<file path="config.mk">
export PLATFORM = sky130hd
export DESIGN_NAME = audio_i2s_tx
export DESIGN_NICKNAME = d
export VERILOG_FILES = /design/src/rtl/audio_pkg.sv /design/src/rtl/i2s_bclk_divider.sv /design/src/rtl/audio_i2s_tx.sv
export SDC_FILE = /design/constraint.sdc
export NUM_CORES = 1
export LEC_CHECK = 0
export CAP_MARGIN = 20
export CORE_MARGIN = 2
export CORE_UTILIZATION = 50
export DETAILED_ROUTE_END_ITERATION = 10
export GPL_TIMING_DRIVEN = 0
export PLACE_DENSITY = 0.71
export SLEW_MARGIN = 40
export SYNTH_ARGS = -nofsm -noshare
export SYNTH_HDL_FRONTEND = slang
export SYNTH_SLANG_ARGS = --single-unit
export TNS_END_PERCENT = 50
</file>
<file path="constraint.sdc">
create_clock -name clk -period 3.65 [get_ports clk]
set_clock_uncertainty 0.2 [all_clocks]
set_input_delay 0.9125 -clock clk [delete_from_list [all_inputs] [get_ports clk]]
set_output_delay 0.9125 -clock clk [all_outputs]
set_load 0.05 [all_outputs]
</file>
<file path="src/rtl/audio_pkg.sv">
// Shared types and constants for the I2S audio transmitter.
//   SLOT_BITS      bits per I2S channel slot
//   FRAME_BITS     bits per stereo frame (left + right slot)
//   i2s_state_t    transmitter FSM state
//   audio_sample_t 16-bit signed demodulated audio sample
package audio_pkg;

  localparam int unsigned SLOT_BITS  = 32;
  localparam int unsigned FRAME_BITS = 64;

  typedef enum logic {
    IDLE,
    FRAME
  } i2s_state_t;

  typedef logic signed [15:0] audio_sample_t;

endpackage

</file>
<file path="src/rtl/i2s_bclk_divider.sv">
// Half-period timer for the I2S bit clock.
//   clk, reset  system clock, synchronous active-high reset
//   clear_i     restart the timer at the beginning of a half period, phase 0
//   run_i       advance the timer (held while the transmitter is idle)
//   tick_o      high during the last clk cycle of a bclk half period
//   phase_o     current bclk half: 0 = low half, 1 = high half
module i2s_bclk_divider #(
  parameter int unsigned HALF_BCLK = 58
) (
  input  logic clk,
  input  logic reset,
  input  logic clear_i,
  input  logic run_i,
  output logic tick_o,
  output logic phase_o
);

  localparam int unsigned CNT_W = (HALF_BCLK > 1) ? $clog2(HALF_BCLK) : 1;
  localparam logic [CNT_W-1:0] CNT_LAST = CNT_W'(HALF_BCLK - 1);

  logic [CNT_W-1:0] cnt_q, cnt_d;
  logic             phase_q, phase_d;
  logic             tick_q;

  // Count clk cycles within a half period; flip phase on wrap.
  always_comb begin
    cnt_d   = cnt_q;
    phase_d = phase_q;
    if (clear_i) begin
      cnt_d   = '0;
      phase_d = 1'b0;
    end else if (run_i) begin
      if (cnt_q == CNT_LAST) begin
        cnt_d   = '0;
        phase_d = ~phase_q;
      end else begin
        cnt_d = cnt_q + CNT_W'(1);
      end
    end
  end

  // Tick is registered from the next count so it lines up with cnt_q == CNT_LAST.
  always_ff @(posedge clk) begin
    if (reset) begin
      cnt_q   <= '0;
      phase_q <= 1'b0;
      tick_q  <= (CNT_LAST == '0);
    end else begin
      cnt_q   <= cnt_d;
      phase_q <= phase_d;
      tick_q  <= (cnt_d == CNT_LAST);
    end
  end

  assign tick_o  = tick_q;
  assign phase_o = phase_q;

endmodule

</file>
<file path="src/rtl/audio_i2s_tx.sv">
// Mono-to-stereo I2S master transmitter for the demodulated audio stream.
// Each en32k sample is sent in both the left and right slot of a 64-bit frame.
//   clk, reset  system clock, synchronous active-high reset
//   en32k       one-cycle sample strobe, qualifies in
//   in          signed audio sample
//   mute        store zero instead of in when capturing
//   bclk        I2S bit clock (registered)
//   lrclk       I2S word select, 0 = left, 1 = right (registered)
//   sdata       I2S serial data, MSB first, one-bit delayed (registered)
//   busy        high during every frame cycle
//   overrun     one-cycle pulse when a pending sample is overwritten
module audio_i2s_tx
  import audio_pkg::*;
#(
  parameter int unsigned HALF_BCLK = 58,
  parameter int unsigned WIDTH     = 16
) (
  input  logic             clk,
  input  logic             reset,
  input  logic             en32k,
  input  logic [WIDTH-1:0] in,
  input  logic             mute,
  output logic             bclk,
  output logic             lrclk,
  output logic             sdata,
  output logic             busy,
  output logic             overrun
);

  localparam int unsigned BIT_W  = $clog2(FRAME_BITS);
  localparam int unsigned SLOT_W = $clog2(SLOT_BITS);
  localparam int unsigned IDX_W  = (WIDTH > 1) ? $clog2(WIDTH) : 1;
  localparam logic [BIT_W-1:0] LAST_BIT = BIT_W'(FRAME_BITS - 1);

  i2s_state_t       state_q, state_d;
  logic [BIT_W-1:0] bit_q, bit_d;
  logic [WIDTH-1:0] sample_q, sample_d;
  logic [WIDTH-1:0] pend_q, pend_d;
  logic             pend_vld_q, pend_vld_d;
  logic             bclk_q, bclk_d;
  logic             lrclk_q, lrclk_d;
  logic             sdata_q, sdata_d;
  logic             busy_q, busy_d;
  logic             overrun_q, overrun_d;

  logic             tick;
  logic             phase;
  logic             start_c;
  logic             half_end_c;
  logic             bit_end_c;
  logic             frame_end_c;
  logic [WIDTH-1:0] capture_c;

  // Slot bit s carries sample[WIDTH-s] for 1..WIDTH; slot bit 0 is the I2S delay bit.
  function automatic logic slot_bit(input logic [WIDTH-1:0] smp, input logic [SLOT_W-1:0] s);
    logic [SLOT_W-1:0] off;
    off = SLOT_W'(WIDTH) - s;
    if ((s != '0) && (s <= SLOT_W'(WIDTH))) begin
      return smp[off[IDX_W-1:0]];
    end
    return 1'b0;
  endfunction

  i2s_bclk_divider #(
    .HALF_BCLK (HALF_BCLK)
  ) u_bclk_div (
    .clk     (clk),
    .reset   (reset),
    .clear_i (start_c),
    .run_i   (state_q == FRAME),
    .tick_o  (tick),
    .phase_o (phase)
  );

  assign capture_c   = mute ? '0 : in;
  assign half_end_c  = (state_q == FRAME) && tick;
  assign bit_end_c   = half_end_c && phase;
  assign frame_end_c = bit_end_c && (bit_q == LAST_BIT);

  // Next-state, sample/pending bookkeeping and next output values.
  always_comb begin
    state_d    = state_q;
    bit_d      = bit_q;
    sample_d   = sample_q;
    pend_d     = pend_q;
    pend_vld_d = pend_vld_q;
    overrun_d  = 1'b0;
    bclk_d     = bclk_q;
    lrclk_d    = lrclk_q;
    sdata_d    = sdata_q;
    busy_d     = busy_q;
    start_c    = 1'b0;

    unique case (state_q)
      IDLE: begin
        if (en32k) begin
          start_c  = 1'b1;
          sample_d = capture_c;
          state_d  = FRAME;
        end
      end
      FRAME: begin
        if (frame_end_c) begin
          // A strobe on the last cycle wins over (and overwrites) any pending sample.
          if (en32k) begin
            start_c   = 1'b1;
            sample_d  = capture_c;
            overrun_d = pend_vld_q;
          end else if (pend_vld_q) begin
            start_c  = 1'b1;
            sample_d = pend_q;
          end else begin
            state_d = IDLE;
          end
          pend_vld_d = 1'b0;
        end else begin
          if (bit_end_c) begin
            bit_d = bit_q + BIT_W'(1);
          end
          if (en32k) begin
            pend_d     = capture_c;
            pend_vld_d = 1'b1;
            overrun_d  = pend_vld_q;
          end
        end
      end
      default: state_d = IDLE;
    endcase

    if (start_c) begin
      state_d = FRAME;
      bit_d   = '0;
      bclk_d  = 1'b0;
      lrclk_d = 1'b0;
      sdata_d = 1'b0;
      busy_d  = 1'b1;
    end else if (state_d == IDLE) begin
      bclk_d  = 1'b0;
      lrclk_d = 1'b1;
      sdata_d = 1'b0;
      busy_d  = 1'b0;
    end else begin
      // Outputs reflect the bit/phase of the coming cycle so bclk, lrclk and sdata move together.
      bclk_d  = phase ^ half_end_c;
      lrclk_d = (bit_d >= BIT_W'(SLOT_BITS));
      sdata_d = slot_bit(sample_q, bit_d[SLOT_W-1:0]);
      busy_d  = 1'b1;
    end
  end

  // State and output registers.
  always_ff @(posedge clk) begin
    if (reset) begin
      state_q    <= IDLE;
      bit_q      <= '0;
      sample_q   <= '0;
      pend_q     <= '0;
      pend_vld_q <= 1'b0;
      bclk_q     <= 1'b0;
      lrclk_q    <= 1'b1;
      sdata_q    <= 1'b0;
      busy_q     <= 1'b0;
      overrun_q  <= 1'b0;
    end else begin
      state_q    <= state_d;
      bit_q      <= bit_d;
      sample_q   <= sample_d;
      pend_q     <= pend_d;
      pend_vld_q <= pend_vld_d;
      bclk_q     <= bclk_d;
      lrclk_q    <= lrclk_d;
      sdata_q    <= sdata_d;
      busy_q     <= busy_d;
      overrun_q  <= overrun_d;
    end
  end

  assign bclk    = bclk_q;
  assign lrclk   = lrclk_q;
  assign sdata   = sdata_q;
  assign busy    = busy_q;
  assign overrun = overrun_q;

endmodule

</file>
==> impl_metrics.env <==
export IMPL_status="finished clean"
export IMPL_hold_slack_ns=0.298
export IMPL_power_mw=1.09
export IMPL_yosysMostFrequentCell="dfxtp_1"
export IMPL_die_area_sq_um=5990
export IMPL_die_width_microns=77.4
export IMPL_nNetsFinal=348
export IMPL_ys_seq_elements=52
export IMPL_gr_total_overflow=0
export IMPL_dr_wl_met3_microns=138
export IMPL_cts_buffer_depth=2
export IMPL_wl_met2_microns=2450
export IMPL_met1Wirelength_microns=2400
export IMPL_fin_ws_ns=0.218
export IMPL_n_antenna_cell=0
export IMPL_path_clk_slew_ns=0.09
export IMPL_wl_microns=5050
export IMPL_slew_violations=0
export IMPL_clk_insertion_delay_late_ns=0.30
export IMPL_finalSetupTns_ns=0
export IMPL_r2r_end="sdata"
export IMPL_synth_edf_count=0
export IMPL_core_rowCount=26
export IMPL_ff2ff_setup_slack_ns=0.22
export IMPL_cellLeakagePower_nw=1.34
export IMPL_remaining_drc_errors=0
export IMPL_power_density_nw_per_um2=347
export IMPL_cp_endpoint="sdata"
export IMPL_grt_pass1_wl_microns=8830
export IMPL_hpwl_microns=3770
export IMPL_slew_headroom=0.613
export IMPL_coreArea_sq_um=5140
export IMPL_vias_per_cell=5.23
export IMPL_synth_cell_types=48
export IMPL_drive_above_1_share=0.115
export IMPL_cp_start_kind="flip-flop"
export IMPL_cp_max_fo=10
export IMPL_cts_inserted_buffers=5
export IMPL_cts_tree="done"
export IMPL_crit_type="flip-flop to flip-flop"
export IMPL_cts_root_buf="clkbuf_8"
export IMPL_postRouteAntennaNets=0
export IMPL_tightest_slew_ns=0.577
export IMPL_finalSetupViolCount=0
export IMPL_via_count=2057
export IMPL_grt_usage=0.182
export IMPL_ys_flop_type="dfxtp_1"
export IMPL_holdBufCountCts=0
export IMPL_htreeDepth=2
export IMPL_worstPathArrival_ns=3.42
export IMPL_synth_common_cells="dfxtp_1, nor2_1, mux2i_1"
export IMPL_vdd_drop_max_mv=0.305
export IMPL_wl_per_cell_microns=12.9
export IMPL_drt_initial_drc_count=59
export IMPL_ff2ff_path_depth=15
export IMPL_antenna_found_initial=0
export IMPL_ys_async_sr_fraction=0
export IMPL_critPathLaunch="state_q"
export IMPL_cts_sinks=52
export IMPL_r2r_start="state_q"
export IMPL_highest_layer="met4"
export IMPL_required_ns=3.63
export IMPL_dp_slack_ns=-0.133
export IMPL_yosysWarnings=0
export IMPL_ios=25
export IMPL_start_util=0.524
export IMPL_clock_fmax_ghz=0.291
export IMPL_drv_cap=0
export IMPL_synth_avg_cell_area_sq_um=9.25
export IMPL_utilization=0.609
export IMPL_timing_final_crit_period_ns=3.43
export IMPL_end_kind="flip-flop"
export IMPL_ys_seq_area_frac=0.387
export IMPL_grt_pass1_vias=2034
export IMPL_portBuffers=24
export IMPL_hold_path_class="flip-flop to flip-flop"
export IMPL_grt_max_degree=17
export IMPL_yosysTopAreaCell="dfxtp_1"
export IMPL_fin_crit_sh=0.940
export IMPL_hold_violations=0
export IMPL_yosysTopAreaCellShare=0.387
export IMPL_syn_inst=291
export IMPL_syn_num_nets=317
export IMPL_dr_pass1_iters=4
export IMPL_rsz0062_at_grt="false"
export IMPL_place_gp_congestion=0.823
export IMPL_fp_dieH_microns=77.4
export IMPL_synth_area_leaders="dfxtp_1, mux2i_1, nor2_1"
export IMPL_syn2layout_area_growth_pct=16.2
export IMPL_synth_area_sq_um=2690
-- flip-flops by register name (all words and copies together) (netlist names) --
register            count
bclk                    1
overrun                 1
state_q                 1
bit_q                   6
sample_q               16
pend_vld_q              1
lrclk                   1
u_bclk_div.cnt_q        6
pend_q                 16
u_bclk_div.phase_o      1
u_bclk_div.tick_o       1
sdata                   1
-- routing by layer --
metal	vias up	track usage
met5	-	0
met4	0	0.0482
met3	6	0.0407
met2	27	0.330
met1	939	0.216
li1	1085	-
-- worst max-delay path: stages (launching register included) --
cell and delay (ns):
dfxtp_1 0.33, buf_6 0.13, buf_4 0.17, clkbuf_8 0.17, and2_1 0.15, ha_2 0.22, and3_1 0.20, a211o_2 0.40
nand2_1 0.13, inv_1 0.07, ha_1 0.32, buf_4 0.20, mux2i_1 0.22, mux2i_1 0.10, o221ai_1 0.19, a21oi_1 0.10
-- worst min-delay path by stage --
stage	startpoint	end	cells past startpoint
floorplan	pend_q[10]	pend_q[10]	2
detailed placement	pend_q[12]	pend_q[12]	2
global placement	pend_q[5]	pend_q[5]	2
global route	sample_q[2]	sample_q[2]	2
CTS	sample_q[5]	sample_q[5]	2
finish	sample_q[5]	sample_q[5]	2
-- per-stage QoR --
step | std cells | instance area [sq um]
after floorplan | 291 | 2690
after global placement | 385 | 3020
after detailed placement | 385 | 3020
after CTS | 393 | 3120
after global routing | 393 | 3130
final | 393 | 3130
-- cell usage in the layout (no fill, tap or decap), types with 4 or more instances in the layout --
cell type        Yosys  layout
clkbuf_1             6       5
a221oi_1             4       4
buf_4                4       5
inv_1                4       4
and3_1               5       5
nor2b_1             22      22
nor3b_1              4       4
a21oi_1              5       5
ha_1                 6       5
nand2_1             15      15
clkbuf_8             1       7
a211oi_1            16      16
nor2_1              47      47
mux2i_1             44      44
clkdlybuf4s50_1      0      24
nand4_1              4       4
buf_2                5       5
dfxtp_1             52      52
-- layout make-up --
cell class              count  area, sq um
fillers                   501         2010
multi-input cells         218         1540
flip-flops and latches     52         1040
repair buffers             24          240
plain buffers              17          106
well taps                  70         87.6
clock buffers               6         82.6
inverters                   4         15.0
clock inverters             2         13.8
-- kinds of logic after synthesis --
group / after synthesis / share of synthesized area
AO/OA/AOI/OAI: 42 / 0.119
XOR/XNOR: 5 / 0.0191
adder cells (fa/ha/maj): 6 / 0.0279
buffers and inverters: 21 / 0.0437
flip-flops: 52 / 0.387
multiplexers: 46 / 0.174
AND/OR/NAND/NOR: 119 / 0.230
-- power breakdown --
group | internal, mW | switching [mW] | total (mW)
combinational | 0.0688 | 0.0717 | 0.141
sequential | 0.588 | 0.0116 | 0.600
clock | 0.155 | 0.190 | 0.345
-- repair_timing --
item                                    in CTS  in global routing
endpoints found under the hold margin        0                  0
setup buffers                                0                  0
resized for setup                            1                  5
endpoints found under the setup margin       1                  1
Power figures use the tool's default switching activity.
==> RTL edit 1 (same settings) <==
Take the reset off `sample_q` and load it in a clocked block of its own.
--- a/src/rtl/audio_i2s_tx.sv
+++ b/src/rtl/audio_i2s_tx.sv
@@ -153,7 +153,6 @@
     if (reset) begin
       state_q    <= IDLE;
       bit_q      <= '0;
-      sample_q   <= '0;
       pend_q     <= '0;
       pend_vld_q <= 1'b0;
       bclk_q     <= 1'b0;
@@ -164,7 +163,6 @@
     end else begin
       state_q    <= state_d;
       bit_q      <= bit_d;
-      sample_q   <= sample_d;
       pend_q     <= pend_d;
       pend_vld_q <= pend_vld_d;
       bclk_q     <= bclk_d;
@@ -175,6 +173,10 @@
     end
   end
 
+  always_ff @(posedge clk) begin
+    sample_q <= sample_d;
+  end
+
   assign bclk    = bclk_q;
   assign lrclk   = lrclk_q;
   assign sdata   = sdata_q;
Formal check against the unedited RTL: no difference found for any inputs over 10 cycles, from zero or initial values and one cycle with reset high; that may be too few to reach the edited logic, so the function may still have changed.
==> RTL edit 1 against the unedited design <==
Core utilization decreased by 0.24 points. Sequential cell count unchanged. Global-route usage grew 2.4 points. Worst setup slack lost 0.020 ns. Wire length is 2.2% higher. Final area is 2.3% lower. Area after synthesis decreased by 4.0%. Die area is 3.8% lower. Power decreased by 1.0%. Critical endpoint unchanged. Highest routed layer is now met3.
==> RTL edit 1: results (changes against the unedited design) <==
| Metric | Value |
|---|---|
| Hold path endpoint | `u_bclk_div.tick_o (was sample_q[5])` |
| EDFF count, synth | `16 (was 0)` |
| Share of cells above drive strength 1 | `0.0863 (was 0.115)` |
| Slew headroom | `0.627 (was 0.613)` |
| DR WL/cell | `13.5 um (was 12.9 um)` |
| Status | `complete, no violations (unchanged)` |
| Non-Filler Instances | `383 (was 393)` |
| Vias in the first global route | `1887 (was 2034)` |
| Post-synth cell types | `45 (was 48)` |
| Multiplexer share of the synthesized area | `0.0591 (was 0.174)` |
| Clock Power Share | `0.310 (was 0.318)` |
| Pleak | `1.05 nW (was 1.34 nW)` |
| Top cells by count, synth | `46 x nand2_1, 36 x dfxtp_1, 29 x nor2_1, 23 x o21ai_0, 20 x nand2b_1 (was 52 x dfxtp_1, 47 x nor2_1, 44 x mux2i_1, 22 x nor2b_1, 16 x a211oi_1)` |
| DP HPWL | `3790 um (was 3770 um)` |
| Pin count of the biggest net entering global routing | `20 (was 17)` |
| Power in the clock group | `0.000334 W (was 0.000345 W)` |
| Hold path startpoint | `u_bclk_div.cnt_q[5] (was sample_q[5])` |
| Nets@finish | `338 (was 348)` |
| DR WL met3 | `215 um (was 138 um)` |
| GR Layer Usage met2 | `0.334 (was 0.330)` |
| Wire length on met2 | `2550 um (was 2450 um)` |
| Adder-cell share of the synthesized area | `0.0291 (was 0.0279)` |
| GR Layer Usage met1 | `0.270 (was 0.216)` |
| Mean Syn Cell Area | `9.23 sq um (was 9.25 sq um)` |
| CP arrival | `3.44 ns (was 3.42 ns)` |
| Post-synthesis xor/xnor area fraction | `0.0412 (was 0.0191)` |
| Max Used Layer | `met3 (was met4)` |
[RTL edit 1: worst max-delay path, stage by stage (launching register included)]
cell and delay (ns):
dfxtp_4 0.37, clkbuf_4 0.22, and2_1 0.19, ha_2 0.22
and3_4 0.22, a21oi_4 0.19, xor2_4 0.18, inv_1 0.08
ha_1 0.27, clkbuf_4 0.20, mux4_2 0.52, a2111oi_2 0.36
a211oi_1 0.10
[RTL edit 1: cell type report]
class | count | area [sq um]
well taps | 70 | 87.6
inverters | 4 | 15.0
flip-flops and latches | 52 | 1200
plain buffers | 13 | 63.8
clock inverters | 3 | 21.3
repair buffers | 26 | 263
fillers | 457 | 1980
clock buffers | 5 | 68.8
multi-input cells | 210 | 1330
[RTL edit 1: repair_timing]
item                       in CTS  in global routing
pin swaps                       1                  0
buffers inserted                1                  0
resized for setup               4                  2
setup endpoints to repair       1                  1
==> RTL edit 2 (same settings) <==
Made on the original files. Set the parameter `WIDTH` to 32 (it was 16).
--- a/src/rtl/audio_i2s_tx.sv
+++ b/src/rtl/audio_i2s_tx.sv
@@ -13,7 +13,7 @@
   import audio_pkg::*;
 #(
   parameter int unsigned HALF_BCLK = 58,
-  parameter int unsigned WIDTH     = 16
+  parameter int unsigned WIDTH     = 32
 ) (
   input  logic             clk,
   input  logic             reset,
Ports: changed (resized in); port bits go from 25 to 41. The function was not compared with the original's and may differ.
==> RTL edit 2 against the unedited design <==
Wire length increased by 4.2%. Sequential cell count unchanged. Cell count is 4.3% higher. Power rose by 0.63%. Worst hold slack better by 0.0068 ns. Sequential share of layout area rose by 0.16 points. Final area shrank 0.48%. Worst setup slack improved by 0.0052 ns. Clock power down 5%. Area after synthesis is 0.60% higher. Fmax grew 0.15%. First-iteration DRC count up 17%. Critical path type unchanged. Critical endpoint unchanged. Largest cell class unchanged. Largest power group unchanged. Highest routed layer unchanged.
==> RTL edit 2: results (changes against the unedited design) <==
| Metric | Value |
|---|---|
| Status | `complete, no violations (unchanged)` |
| Drt via density | `5.29 (was 5.23)` |
| Biggest regs | `pend_q: 16 flops, sample_q: 16 flops (unchanged)` |
| Peak supply drop | `0.000205 V (was 0.000305 V)` |
| Worst skew pair latency | `about 0.31 ns` |
| Pleak | `1.07 nW (was 1.34 nW)` |
| Reg2Reg Depth | `12 (was 15)` |
| Async SR Flop Fraction | `0 (unchanged)` |
| Synthesized Nets | `351 (was 317)` |
| Post-synth cell types | `49 (was 48)` |
| Multiplexer share of the synthesized area | `0.0536 (was 0.174)` |
| TritonCTS Buffers | `5 (unchanged)` |
| DP HPWL | `3960 um (was 3770 um)` |
| Adder-cell share of the synthesized area | `0.0277 (was 0.0279)` |
| Global-route wire length before repair | `9150 um (was 8830 um)` |
| Placed Area | `3030 sq um (was 3020 sq um)` |
| Setup bufs post-CTS | `0 (unchanged)` |
| GR Layer Usage met2 | `0.314 (was 0.330)` |
| Pin count of the biggest net entering global routing | `17 (unchanged)` |
| CP max FO | `10 (unchanged)` |
| Initial DRC count | `69 (was 59)` |
| PostCTS Resize Cnt | `0 (was 1)` |
| Top cells by count, synth | `52 x dfxtp_1, 43 x nor2_1, 37 x a21oi_1, 33 x nor3b_1, 20 x clkbuf_1 (was 52 x dfxtp_1, 47 x nor2_1, 44 x mux2i_1, 22 x nor2b_1, 16 x a211oi_1)` |
| Ranking of synthesized cells by area | `dfxtp_1 38%, nor3b_1 9.1%, a21oi_1 6.8%, nor2_1 6.0%, a211oi_1 3.6% (was dfxtp_1 39%, mux2i_1 16%, nor2_1 6.6%, nor2b_1 5.1%, a211oi_1 4.5%)` |
| Compound-Gate Fraction of Synth Area | `0.166 (was 0.119)` |
| 1st-pass router iterations | `4 (unchanged)` |
| Main synth FF type | `dfxtp_1 (unchanged)` |
| Share of cells above drive strength 1 | `0.118 (was 0.115)` |
| Diode count | `0 (unchanged)` |
| Delay-heaviest family, CP | `multiplexers (was buffers and inverters)` |
| Fillers | `470 (was 501)` |
| Clock root buffer master | `clkbuf_8 (unchanged)` |
| Worst-Margin Slew | `0.544 ns (was 0.577 ns)` |
| Gp weighted congestion | `0.790 (was 0.823)` |
| Met3 usage | `0.0384 (was 0.0407)` |
| Vias in the first global route | `2054 (was 2034)` |
| Post-synthesis xor/xnor area fraction | `0.0360 (was 0.0191)` |
| IO Port Bufs | `23 (was 24)` |
| Nets@finish | `381 (was 348)` |
| CP max stage cell | `mux4_1 (was a211o_2)` |
| Hold Path Class | `flop to flop (unchanged)` |
| Post-synthesis sequential area ratio | `0.384 (was 0.387)` |
| H-tree Lvls | `2 (unchanged)` |
| Syn. warnings | `0 (unchanged)` |
| Crit path largest cell delay | `0.56 ns (was 0.40 ns)` |
| Place WS | `0.208 ns (was -0.133 ns)` |
| Total Wirelength | `5260 um (was 5050 um)` |
| Initial antenna violation count | `0 (unchanged)` |
| GR Layer Usage met1 | `0.239 (was 0.216)` |
| GRT Resource Usage Total | `0.186 (was 0.182)` |
[RTL edit 2: changes by cell type after synthesis, sizes merged, moves of 9 or more]
cell / delta
nor3b: +29
mux2i: -39
buf: +9
clkbuf: +14
nor2b: -19
a21oi: +30
[RTL edit 2: path summary, 6_finish.rpt]
check | from | end | slack (ns)
worst max register to register | state_q | sdata | 0.22
worst max-delay path | state_q | sdata | 0.22
worst min-delay path | pend_q[17] | pend_q[17] | 0.30
worst min register to register | pend_q[17] | pend_q[17] | 0.30
[RTL edit 2: layer usage]
layer  wire (um)  vias up  part of all wire
li1            -     1138                 -
met1        2610     1000              0.50
met5           0        -                 0
met3         136        7             0.026
met2        2450       24              0.47
met4          61        0             0.012
[RTL edit 2: worst min-delay path, cell delays in order (launching register included)]
cell     delay, ns
dfxtp_1       0.34
a21oi_1       0.06
nor2_1        0.07
[RTL edit 2: final cells by class]
| cell class | instances | area [sq um] | share of cell area |
|---|---|---|---|
| Timing Repair Buffer | 23 | 230 | 0.0739 |
| Multi-Input combinational cell | 213 | 1450 | 0.466 |
| Buffer | 40 | 201 | 0.0647 |
| Sequential cell | 52 | 1040 | 0.334 |
| Tap cell | 70 | 87.6 | 0.0281 |
| Clock inverter | 3 | 18.8 | 0.00603 |
| Inverter | 4 | 15.0 | 0.00482 |
| Clock buffer | 5 | 68.8 | 0.0221 |
[RTL edit 2: metrics by stage]
stage	std cells	utilization	total power, W
2_1_floorplan	309	-	0.000727
6_report	410	0.602	0.00109
5_1_grt	410	0.602	0.00115
4_1_cts	410	0.602	0.00110
3_5_place_dp	402	0.585	0.000777
3_3_place_gp	402	0.585	0.000775
[RTL edit 2: power by group]
group          switching, W  internal, W
clock network      0.000193     0.000134
logic             0.0000849    0.0000762
registers         0.0000138     0.000590
